==> config.mk <==
export PLATFORM = sky130hd
export DESIGN_NAME = data_path_param
export DESIGN_NICKNAME = d
export VERILOG_FILES = /design/src/rtl/k_and_s_pkg.sv /design/src/rtl/mul_iter.sv /design/src/rtl/data_path_param.sv
export SDC_FILE = /design/constraint.sdc
export NUM_CORES = 1
export LEC_CHECK = 0
export ABC_CLOCK_PERIOD_IN_PS = 6100
export CORE_MARGIN = 8
export CORE_UTILIZATION = 55
export CTS_BUF_LIST = sky130_fd_sc_hd__clkbuf_8
export CTS_CLUSTER_DIAMETER = 40
export DETAILED_ROUTE_END_ITERATION = 7
export GPL_ROUTABILITY_DRIVEN = 0
export PLACE_DENSITY_LB_ADDON = 0.05
export SLEW_MARGIN = 20
export SYNTH_ARGS = -nofsm -noshare
export SYNTH_HDL_FRONTEND = slang
export SYNTH_HIERARCHICAL = 1
export SYNTH_SLANG_ARGS = --single-unit
==> constraint.sdc <==
create_clock -name clk -period 6.1 [get_ports clk]
set_input_delay 1.22 -clock clk [delete_from_list [all_inputs] [get_ports clk]]
set_output_delay 1.22 -clock clk [all_outputs]
set_load 0.02 [all_outputs]
==> src/rtl/k_and_s_pkg.sv <==
// Shared types and constants for the K&S data path: instruction decode enum,
// ALU select encoding, opcode values, IR field positions and multiplier FSM states.
package k_and_s_pkg;

  typedef enum logic [3:0] {
    I_NOP    = 4'd0,
    I_LOAD   = 4'd1,
    I_STORE  = 4'd2,
    I_MOVE   = 4'd3,
    I_ADD    = 4'd4,
    I_SUB    = 4'd5,
    I_AND    = 4'd6,
    I_OR     = 4'd7,
    I_BRANCH = 4'd8,
    I_BZERO  = 4'd9,
    I_BNEG   = 4'd10,
    I_BOV    = 4'd11,
    I_BNOV   = 4'd12,
    I_HALT   = 4'd13,
    I_MUL    = 4'd14
  } decoded_instruction_type;

  typedef enum logic [2:0] {
    ALU_OR     = 3'b000,
    ALU_ADD    = 3'b001,
    ALU_SUB    = 3'b010,
    ALU_AND    = 3'b011,
    ALU_MUL    = 3'b100,
    ALU_PASS_A = 3'b101
  } alu_op_e;

  typedef enum logic [1:0] {
    MUL_IDLE = 2'd0,
    MUL_RUN  = 2'd1,
    MUL_DONE = 2'd2
  } mul_state_e;

  localparam logic [3:0] OPC_NOP    = 4'h0;
  localparam logic [3:0] OPC_LOAD   = 4'h1;
  localparam logic [3:0] OPC_STORE  = 4'h2;
  localparam logic [3:0] OPC_MOVE   = 4'h3;
  localparam logic [3:0] OPC_ADD    = 4'h4;
  localparam logic [3:0] OPC_SUB    = 4'h5;
  localparam logic [3:0] OPC_AND    = 4'h6;
  localparam logic [3:0] OPC_OR     = 4'h7;
  localparam logic [3:0] OPC_BRANCH = 4'h8;
  localparam logic [3:0] OPC_BZERO  = 4'h9;
  localparam logic [3:0] OPC_BNEG   = 4'hA;
  localparam logic [3:0] OPC_BOV    = 4'hB;
  localparam logic [3:0] OPC_BNOV   = 4'hC;
  localparam logic [3:0] OPC_HALT   = 4'hD;
  localparam logic [3:0] OPC_MUL    = 4'hE;

  localparam int IR_OPC_LSB = 12;
  localparam int IR_C_LSB   = 8;
  localparam int IR_A_LSB   = 4;
  localparam int IR_B_LSB   = 0;

  function automatic decoded_instruction_type decode_opcode(input logic [3:0] opc,
                                                            input logic mul_en);
    decoded_instruction_type d;
    d = I_NOP;
    case (opc)
      OPC_LOAD:   d = I_LOAD;
      OPC_STORE:  d = I_STORE;
      OPC_MOVE:   d = I_MOVE;
      OPC_ADD:    d = I_ADD;
      OPC_SUB:    d = I_SUB;
      OPC_AND:    d = I_AND;
      OPC_OR:     d = I_OR;
      OPC_BRANCH: d = I_BRANCH;
      OPC_BZERO:  d = I_BZERO;
      OPC_BNEG:   d = I_BNEG;
      OPC_BOV:    d = I_BOV;
      OPC_BNOV:   d = I_BNOV;
      OPC_HALT:   d = I_HALT;
      OPC_MUL:    d = mul_en ? I_MUL : I_NOP;
      default:    d = I_NOP;
    endcase
    return d;
  endfunction

endpackage

==> src/rtl/mul_iter.sv <==
// Unsigned shift-add multiplier: one partial product per cycle for DATA_W cycles,
// then a single DONE cycle. product_next/last let the owner commit on the final RUN edge.
module mul_iter
  import k_and_s_pkg::*;
#(
  parameter int DATA_W = 16
) (
  input  logic                  clk,
  input  logic                  rst,
  input  logic                  start,
  input  logic [DATA_W-1:0]     a,
  input  logic [DATA_W-1:0]     b,
  output logic                  idle,
  output logic                  busy,
  output logic                  done,
  output logic                  last,
  output logic [2*DATA_W-1:0]   product_next,
  output logic [2*DATA_W-1:0]   product
);

  localparam int CNT_W = $clog2(DATA_W);

  mul_state_e           state, state_nxt;
  logic [CNT_W-1:0]     cnt;
  logic [2*DATA_W-1:0]  mcand;
  logic [DATA_W-1:0]    mplier;

  always_ff @(posedge clk) begin
    if (rst) begin
      state   <= MUL_IDLE;
      cnt     <= '0;
      product <= '0;
      mcand   <= '0;
      mplier  <= '0;
    end else begin
      state <= state_nxt;
      if (state == MUL_IDLE && start) begin
        product <= '0;
        mcand   <= {{DATA_W{1'b0}}, a};
        mplier  <= b;
        cnt     <= '0;
      end else if (state == MUL_RUN) begin
        product <= product_next;
        mcand   <= mcand << 1;
        mplier  <= mplier >> 1;
        cnt     <= cnt + 1'b1;
      end
    end
  end

  always_comb begin
    state_nxt    = state;
    idle         = 1'b0;
    busy         = 1'b0;
    done         = 1'b0;
    last         = 1'b0;
    product_next = product + (mplier[0] ? mcand : '0);
    case (state)
      MUL_IDLE: begin
        idle = 1'b1;
        if (start) state_nxt = MUL_RUN;
      end
      MUL_RUN: begin
        busy = 1'b1;
        if (cnt == CNT_W'(DATA_W - 1)) begin
          last      = 1'b1;
          state_nxt = MUL_DONE;
        end
      end
      MUL_DONE: begin
        done      = 1'b1;
        state_nxt = MUL_IDLE;
      end
      default: state_nxt = MUL_IDLE;
    endcase
  end

endmodule

==> src/rtl/data_path_param.sv <==
// K&S data path: IR, PC, register file, flagged ALU. Define DATA_PATH_MUL_EN to add
// the iterative multiplier (busy/done handshake); otherwise MUL decodes/evaluates as no-op.
module data_path_param
  import k_and_s_pkg::*;
#(
  parameter int DATA_W   = 16,
  parameter int ADDR_W   = 5,
  parameter int NUM_REGS = 4
) (
  input  logic                    clk,
  input  logic                    rst,
  input  logic                    branch,
  input  logic                    pc_enable,
  input  logic                    ir_enable,
  input  logic                    addr_sel,
  input  logic                    c_sel,
  input  logic                    write_reg_enable,
  input  logic                    flags_reg_enable,
  input  logic [2:0]              operation,
  input  logic                    mul_start,
  output logic                    mul_busy,
  output logic                    mul_done,
  output decoded_instruction_type decoded_instruction,
  output logic                    zero_op,
  output logic                    neg_op,
  output logic                    unsigned_overflow,
  output logic                    signed_overflow,
  output logic [ADDR_W-1:0]       ram_addr,
  output logic [DATA_W-1:0]       data_out,
  input  logic [DATA_W-1:0]       data_in
);

  localparam int REG_W = $clog2(NUM_REGS);
  localparam int MSB   = DATA_W - 1;

  logic [15:0]        ir;
  logic [ADDR_W-1:0]  pc;
  logic [DATA_W-1:0]  rf [NUM_REGS];

  logic [REG_W-1:0]   idx_a, idx_b, idx_c;
  logic [DATA_W-1:0]  op_a, op_b;
  logic [DATA_W:0]    add_x, sub_x;
  logic [DATA_W-1:0]  alu_res;
  logic               alu_uovf, alu_sovf;

  logic               mul_last;
  logic               mul_hi_nz;
  logic [DATA_W-1:0]  mul_low;
  logic [REG_W-1:0]   mul_c;
  logic               mul_en;
  logic               unused_bits;

  assign idx_a = ir[IR_A_LSB +: REG_W];
  assign idx_b = ir[IR_B_LSB +: REG_W];
  assign idx_c = ir[IR_C_LSB +: REG_W];
  assign op_a  = rf[idx_a];
  assign op_b  = rf[idx_b];

  assign decoded_instruction = decode_opcode(ir[IR_OPC_LSB +: 4], mul_en);
  assign ram_addr            = addr_sel ? pc : ir[ADDR_W-1:0];
  assign data_out            = rf[idx_c];
  assign unused_bits         = ^{ir, data_in};

`ifdef DATA_PATH_MUL_EN
  logic                mul_idle;
  logic [2*DATA_W-1:0] mul_next, mul_product;
  logic                unused_mul;

  assign mul_en = 1'b1;

  mul_iter #(.DATA_W(DATA_W)) u_mul (
    .clk          (clk),
    .rst          (rst),
    .start        (mul_start),
    .a            (op_a),
    .b            (op_b),
    .idle         (mul_idle),
    .busy         (mul_busy),
    .done         (mul_done),
    .last         (mul_last),
    .product_next (mul_next),
    .product      (mul_product)
  );

  always_ff @(posedge clk) begin
    if (rst)                        mul_c <= '0;
    else if (mul_start && mul_idle) mul_c <= idx_c;
  end

  assign mul_low    = mul_next[DATA_W-1:0];
  assign mul_hi_nz  = |mul_next[2*DATA_W-1:DATA_W];
  assign unused_mul = ^mul_product[2*DATA_W-1:DATA_W];
`else
  logic unused_mul;

  assign mul_en     = 1'b0;
  assign mul_busy   = 1'b0;
  assign mul_done   = 1'b0;
  assign mul_last   = 1'b0;
  assign mul_low    = '0;
  assign mul_hi_nz  = 1'b0;
  assign mul_c      = '0;
  assign unused_mul = mul_start;
`endif

  // Carry/borrow come from the extra MSB of the widened sum/difference.
  assign add_x = {1'b0, op_a} + {1'b0, op_b};
  assign sub_x = {1'b0, op_a} - {1'b0, op_b};

  always_comb begin
    alu_res  = '0;
    alu_uovf = 1'b0;
    alu_sovf = 1'b0;
    case (operation)
      ALU_OR:     alu_res = op_a | op_b;
      ALU_ADD: begin
        alu_res  = add_x[DATA_W-1:0];
        alu_uovf = add_x[DATA_W];
        alu_sovf = (op_a[MSB] == op_b[MSB]) && (alu_res[MSB] != op_a[MSB]);
      end
      ALU_SUB: begin
        alu_res  = sub_x[DATA_W-1:0];
        alu_uovf = sub_x[DATA_W];
        alu_sovf = (op_a[MSB] != op_b[MSB]) && (alu_res[MSB] != op_a[MSB]);
      end
      ALU_AND:    alu_res = op_a & op_b;
`ifdef DATA_PATH_MUL_EN
      ALU_MUL:    alu_res = mul_product[DATA_W-1:0];
`endif
      ALU_PASS_A: alu_res = op_a;
      default:    alu_res = '0;
    endcase
  end

  always_ff @(posedge clk) begin
    if (rst) begin
      pc                <= '0;
      ir                <= '0;
      zero_op           <= 1'b0;
      neg_op            <= 1'b0;
      unsigned_overflow <= 1'b0;
      signed_overflow   <= 1'b0;
      for (int i = 0; i < NUM_REGS; i++) rf[i] <= '0;
    end else begin
      if (ir_enable) ir <= data_in[15:0];
      if (pc_enable) pc <= branch ? ir[ADDR_W-1:0] : pc + 1'b1;
      // The multiplier owns the register file and flags for its whole run.
      if (mul_last) begin
        rf[mul_c]         <= mul_low;
        zero_op           <= (mul_low == '0);
        neg_op            <= mul_low[MSB];
        unsigned_overflow <= mul_hi_nz;
        signed_overflow   <= mul_hi_nz;
      end else if (!mul_busy) begin
        if (write_reg_enable) rf[idx_c] <= c_sel ? alu_res : data_in;
        if (flags_reg_enable) begin
          zero_op           <= (alu_res == '0);
          neg_op            <= alu_res[MSB];
          unsigned_overflow <= alu_uovf;
          signed_overflow   <= alu_sovf;
        end
      end
    end
  end

endmodule

Word-level counts from Yosys, hierarchy flattened
Memories as Yosys holds them, arrays and structs flattened. A register that Yosys moved wholly into a read port is not among the register bits.
Index checks and enable logic that the tools add are counted.
{"block": "totals", "latch_bits": 0, "word_cells": 59, "output_inout_bits": 31, "memories": 1, "mem_bits_ro": 0, "in_bits": 29, "regBits": 25, "mem_bits_rw": 64}
{"name": "rf", "depth": 4, "word_bits": 16, "rd": 3, "rd_clocked_by_memory_dff": 3, "wr": 4, "line_no": "data_path_param.sv:38", "text": "logic [DATA_W-1:0] rf [NUM_REGS];"}
{"block": "classes", "addsub": 3, "n_mul": 0, "muxes": 21, "shift": 0, "reduce_logical": 5, "eq_ne": 21, "bitwise_logic": 2, "n_lt_le_gt_ge": 0, "n_div": 0}
{"cell": "one-hot mux 16 bit (5 select lines)", "count": 1}
{"cell": "one-hot mux 4 bit (13 select lines)", "count": 1}
{"cell": "two-way mux 16 bit", "count": 2}
{"cell": "== test 4 bit (second input constant)", "count": 6}
{"cell": "adder 16 x 16 -> 17 bit", "count": 1}
{"cell": "subtractor 16 x 16 -> 17 bit", "count": 1}
{"cell": "bitwise AND 16 bit", "count": 1}
{"cell": "== test 4 x 3 -> 1 bit (second input constant)", "count": 4}
{"cell": "logical NOT 16 bit", "count": 1}
{"cell": "OR 16 bit", "count": 1}
{"cell": "OR reduction 16 bit", "count": 1}
{"cell": "two-way mux 2 bit", "count": 7}
{"cell": "two-way mux 5 bit", "count": 2}
{"cell": "== test 4 x 2 -> 1 bit (second input constant)", "count": 2}
{"cell": "== test 3 x 2 -> 1 bit (second input constant)", "count": 2}
{"cell": "two-way mux 1 bit", "count": 6}
{"cell": "adder 5 x 1 -> 5 bit (second input constant)", "count": 1}
{"cell": "== test 4 x 1 -> 1 bit (second input constant)", "count": 1}
{"cell": "one-hot mux 1 bit (2 select lines)", "count": 2}
{"cell": "== test 3 x 1 -> 1 bit (second input constant)", "count": 1}
{"cell": "== test 3 bit (second input constant)", "count": 1}
{"cell": "logical NOT 3 bit", "count": 1}
{"cell": "!= test 1 bit", "count": 3}
{"cell": "logical AND 1 bit", "count": 2}
{"cell": "== test 1 bit", "count": 1}

Depth between registers and ports, before layout
{"block": "logic_depth", "ltp_word": 5, "ltp_mapped": 16}

Worst setup path before layout
Ideal clock, no wire load.
{"block": "synth_path", "path_type": "register -> register", "start": "register with a tool-made name", "end": "memory rf[0][15] (data pin)", "period_less_slack_ps": 4297, "path_stages_with_launch": 15, "arrival_ps": 4023, "required_ps": 5825, "setup_slack_ps": 1803, "path_cell_list": "dfxtp_1 clkbuf_1 buf_1 mux4_2 inv_1 ha_1 buf_6 or4_4 a21oi_2 o41ai_2 o41a_1 o21bai_2 nand2b_1 a32oi_2 a211oi_1"}
{"item": "to (decl)", "line_no": "data_path_param.sv:38"}

==> summary.txt <==
Row cnt -> 42
Fin crit share -> 0.785
Syn Area/Cell -> 9.79 µm²
Tot GR Track Use -> 0.245
Clock Sinks -> 91
Pin count of the biggest net entering global routing -> 36
Worst-margin pin slew -> 1.05 ns
Total number of vias -> 6350
Power Total -> 1.89 mW
FF-to-FF End -> zero_op
Ant diodes -> 0
Number of vias per cell -> 6.56
Syn Std Cell Area -> 7450 µm²
Worst-path clk slew -> 0.09 ns
Final slew viol count -> 0
Crit path required time -> 6.41 ns
Post-CTS Setup Bufs -> 0
CTS tree -> yes
Die area -> 17500 µm²
Min-delay worst type -> flip-flop to flip-flop
Final-stage net count -> 867
VDD IR-drop max -> 0.000171 V
Pleak -> 3.20 nW
Setup Skew -> 0.0104 ns
Worst setup EP type -> flip-flop
Htree depth -> 3
Antenna Nets Post-Route -> 0
GRT Residual Overflow -> 0
WL/cell -> 22.3 µm
Utilization after layout -> 0.629
Layout cell share with drive strength beyond 1 -> 0.135
Post-CTS Hold Buffers -> 0
WHS Path Cells -> 2
Sequential-to-total area share from yosys stat -> 0.330
First-pass GRT wire length -> 34200 µm
# setup viols final -> 0
DRC Markers -> 0
Most used DFF post-synth -> edfxtp_1
Longest Clk Path Bufs -> 2
Syn. warnings -> 6
Ys async rst share -> 0
Die H -> 132 µm
# IOs -> 60
Worst reg-to-reg path cell count -> 13
Initial DRC count -> 800
Reg2Reg Setup Slack -> 1.31 ns
Fmax -> 0.209 GHz
Hpwl dp -> 15900 µm
CTS Buf Count -> 9
First-pass DRT Iterations -> 5
Number of enable flip-flop cells after synthesis -> 64
Setup TNS -> 0 ns
Clk_lat worst skew -> 0.36 ns
RSZ-0062 raised after global routing -> no
CTS resizes -> 0
Antenna violations before repair -> 0
Slew HR -> 0.300
Synthesis-stage register bit count -> 91
Hold Path Origin -> ir[12]
Status -> complete, no violations
Synth cell types -> 83
Std-Cell Core Area -> 13200 µm²
Routed wire length -> 21600 µm
Root Buffer -> clkbuf_8
Die Width -> 132 µm
Vias in the first global route -> 6339
# port buffers -> 56
Placed Instance Area -> 8100 µm²
CP Launch Type -> flip-flop
Fin crit period -> 4.79 ns
Arrival time worst endpoint -> 5.10 ns
Fin. Hold Viols -> 0
Initial core utilization -> 0.563
Crit path kind -> flip-flop to flip-flop
Worst-path maximum fanout -> 11
Cells after Synth -> 761
P per Cell Area -> 227 nW/µm²
Final instance area -> 8330 µm²
Hold endpoint -> ir[12]
Area Overhead vs Synth -> 11.8%
# Max-Cap Violations -> 0
==> logic make-up after synthesis <==
group           Yosys count  share of synthesized area
simple gates            243                      0.150
compound gates          179                      0.181
buf+inv                 116                     0.0631
flops                    91                      0.330
mux                      73                      0.178
fa+ha+maj                51                     0.0877
xor+xnor                  7                    0.00823
other cells               1                   0.000503
==> metrics by stage <==
stage | std cells | worst slack (ns) | hold WS (ns)
global placement | 952 | 1.38 | 0.477
finish | 968 | 1.31 | 0.504
detailed placement | 952 | 1.22 | 0.489
global route | 968 | 0.932 | 0.552
CTS | 968 | 1.38 | 0.510
floorplan | 762 | 1.80 | 0.460
==> layout by cell type (no fill, tap or decap), types with 7 or more instances in the layout <==
cell,count
nor2_1,125
edfxtp_1,64
inv_1,60
clkdlybuf4s50_1,56
ha_1,49
mux4_2,47
nand2_1,40
a21oi_1,37
dfxtp_1,27
o21ai_0,24
mux2i_1,19
nor3_1,15
a211oi_1,14
buf_4,14
a211o_1,12
clkbuf_8,12
nor2b_1,11
nand2b_1,11
a22oi_1,7
xnor2_1,7
o31ai_1,7
mux2_2,7
==> state kept, by name, summed over array words and instances, names as in the netlist, named ones only <==
register           flops
rf                    64
neg_op                 1
pc                     5
zero_op                1
ir                    12
unsigned_overflow      1
signed_overflow        1
==> routing by layer <==
layer | GRT usage | vias to the layer above | part of all wire
met5 | 0 | - | 0
met4 | 0.0770 | 0 | 0.019
met3 | 0.0476 | 39 | 0.079
met2 | 0.408 | 303 | 0.49
met1 | 0.313 | 3153 | 0.41
li1 | - | 2855 | -
==> worst max-delay path, stage by stage (launching register included) <==
cell	delay [ns]
dfxtp_1	0.84
buf_4	0.33
mux4_2	0.55
inv_1	0.10
ha_1	0.39
nor2b_1	0.12
o21ai_0	0.18
nand3_1	0.22
o41ai_2	0.55
mux2i_1	0.17
a2111oi_2	0.59
and4bb_1	0.29
and4_1	0.25
a31o_1	0.15
==> cells in the mapped netlist, types with 5 or more instances <==
master,count,area [µm²]
and3_1,6,37.5
o211ai_1,6,45.0
nand3_1,6,30.0
a221o_1,5,50.1
nand2_1,40,150
nor2b_1,11,68.8
mux2i_1,19,190
a31oi_1,6,37.5
mux4_2,47,1060
edfxtp_1,64,1920
nor2_1,125,469
o21ai_0,24,120
nand2b_1,11,68.8
a21o_1,6,45.0
and2_1,5,31.3
buf_2,10,50.1
buf_1,5,18.8
a21oi_1,37,185
mux2_2,7,78.8
inv_1,59,221
xnor2_1,7,61.3
o31ai_1,7,52.6
a22oi_1,7,52.6
a211oi_1,14,105
ha_1,49,613
clkbuf_1,36,135
nor3_1,15,75.1
dfxtp_1,27,541
a211o_1,12,105
==> cell type report <==
cell class	count	area, µm²
multi-input cells	555	4520
well taps	176	220
clock inverters	4	72.6
repair buffers	70	666
clock buffers	12	165
fillers	1158	4910
flip-flops and latches	91	2460
inverters	60	225
==> report_power, final <==
| part | switching, mW | internal [mW] | leakage [nW] | total [mW] |
|---|---|---|---|---|
| logic | 0.414 | 0.279 | 2.19 | 0.693 |
| clock network | 0.210 | 0.264 | 0.124 | 0.474 |
| registers | 0.0307 | 0.697 | 0.891 | 0.727 |
==> worst max path at each step <==
stage | start | endpoint
final | flip-flop | zero_op
after global routing | flip-flop | zero_op
after CTS | flip-flop | rf[0][15]
after detailed placement | operation[0] | zero_op
after global placement | operation[0] | zero_op
after floorplan | flip-flop | rf[0][15]
Note: power is estimated with default switching activity, not from simulation.
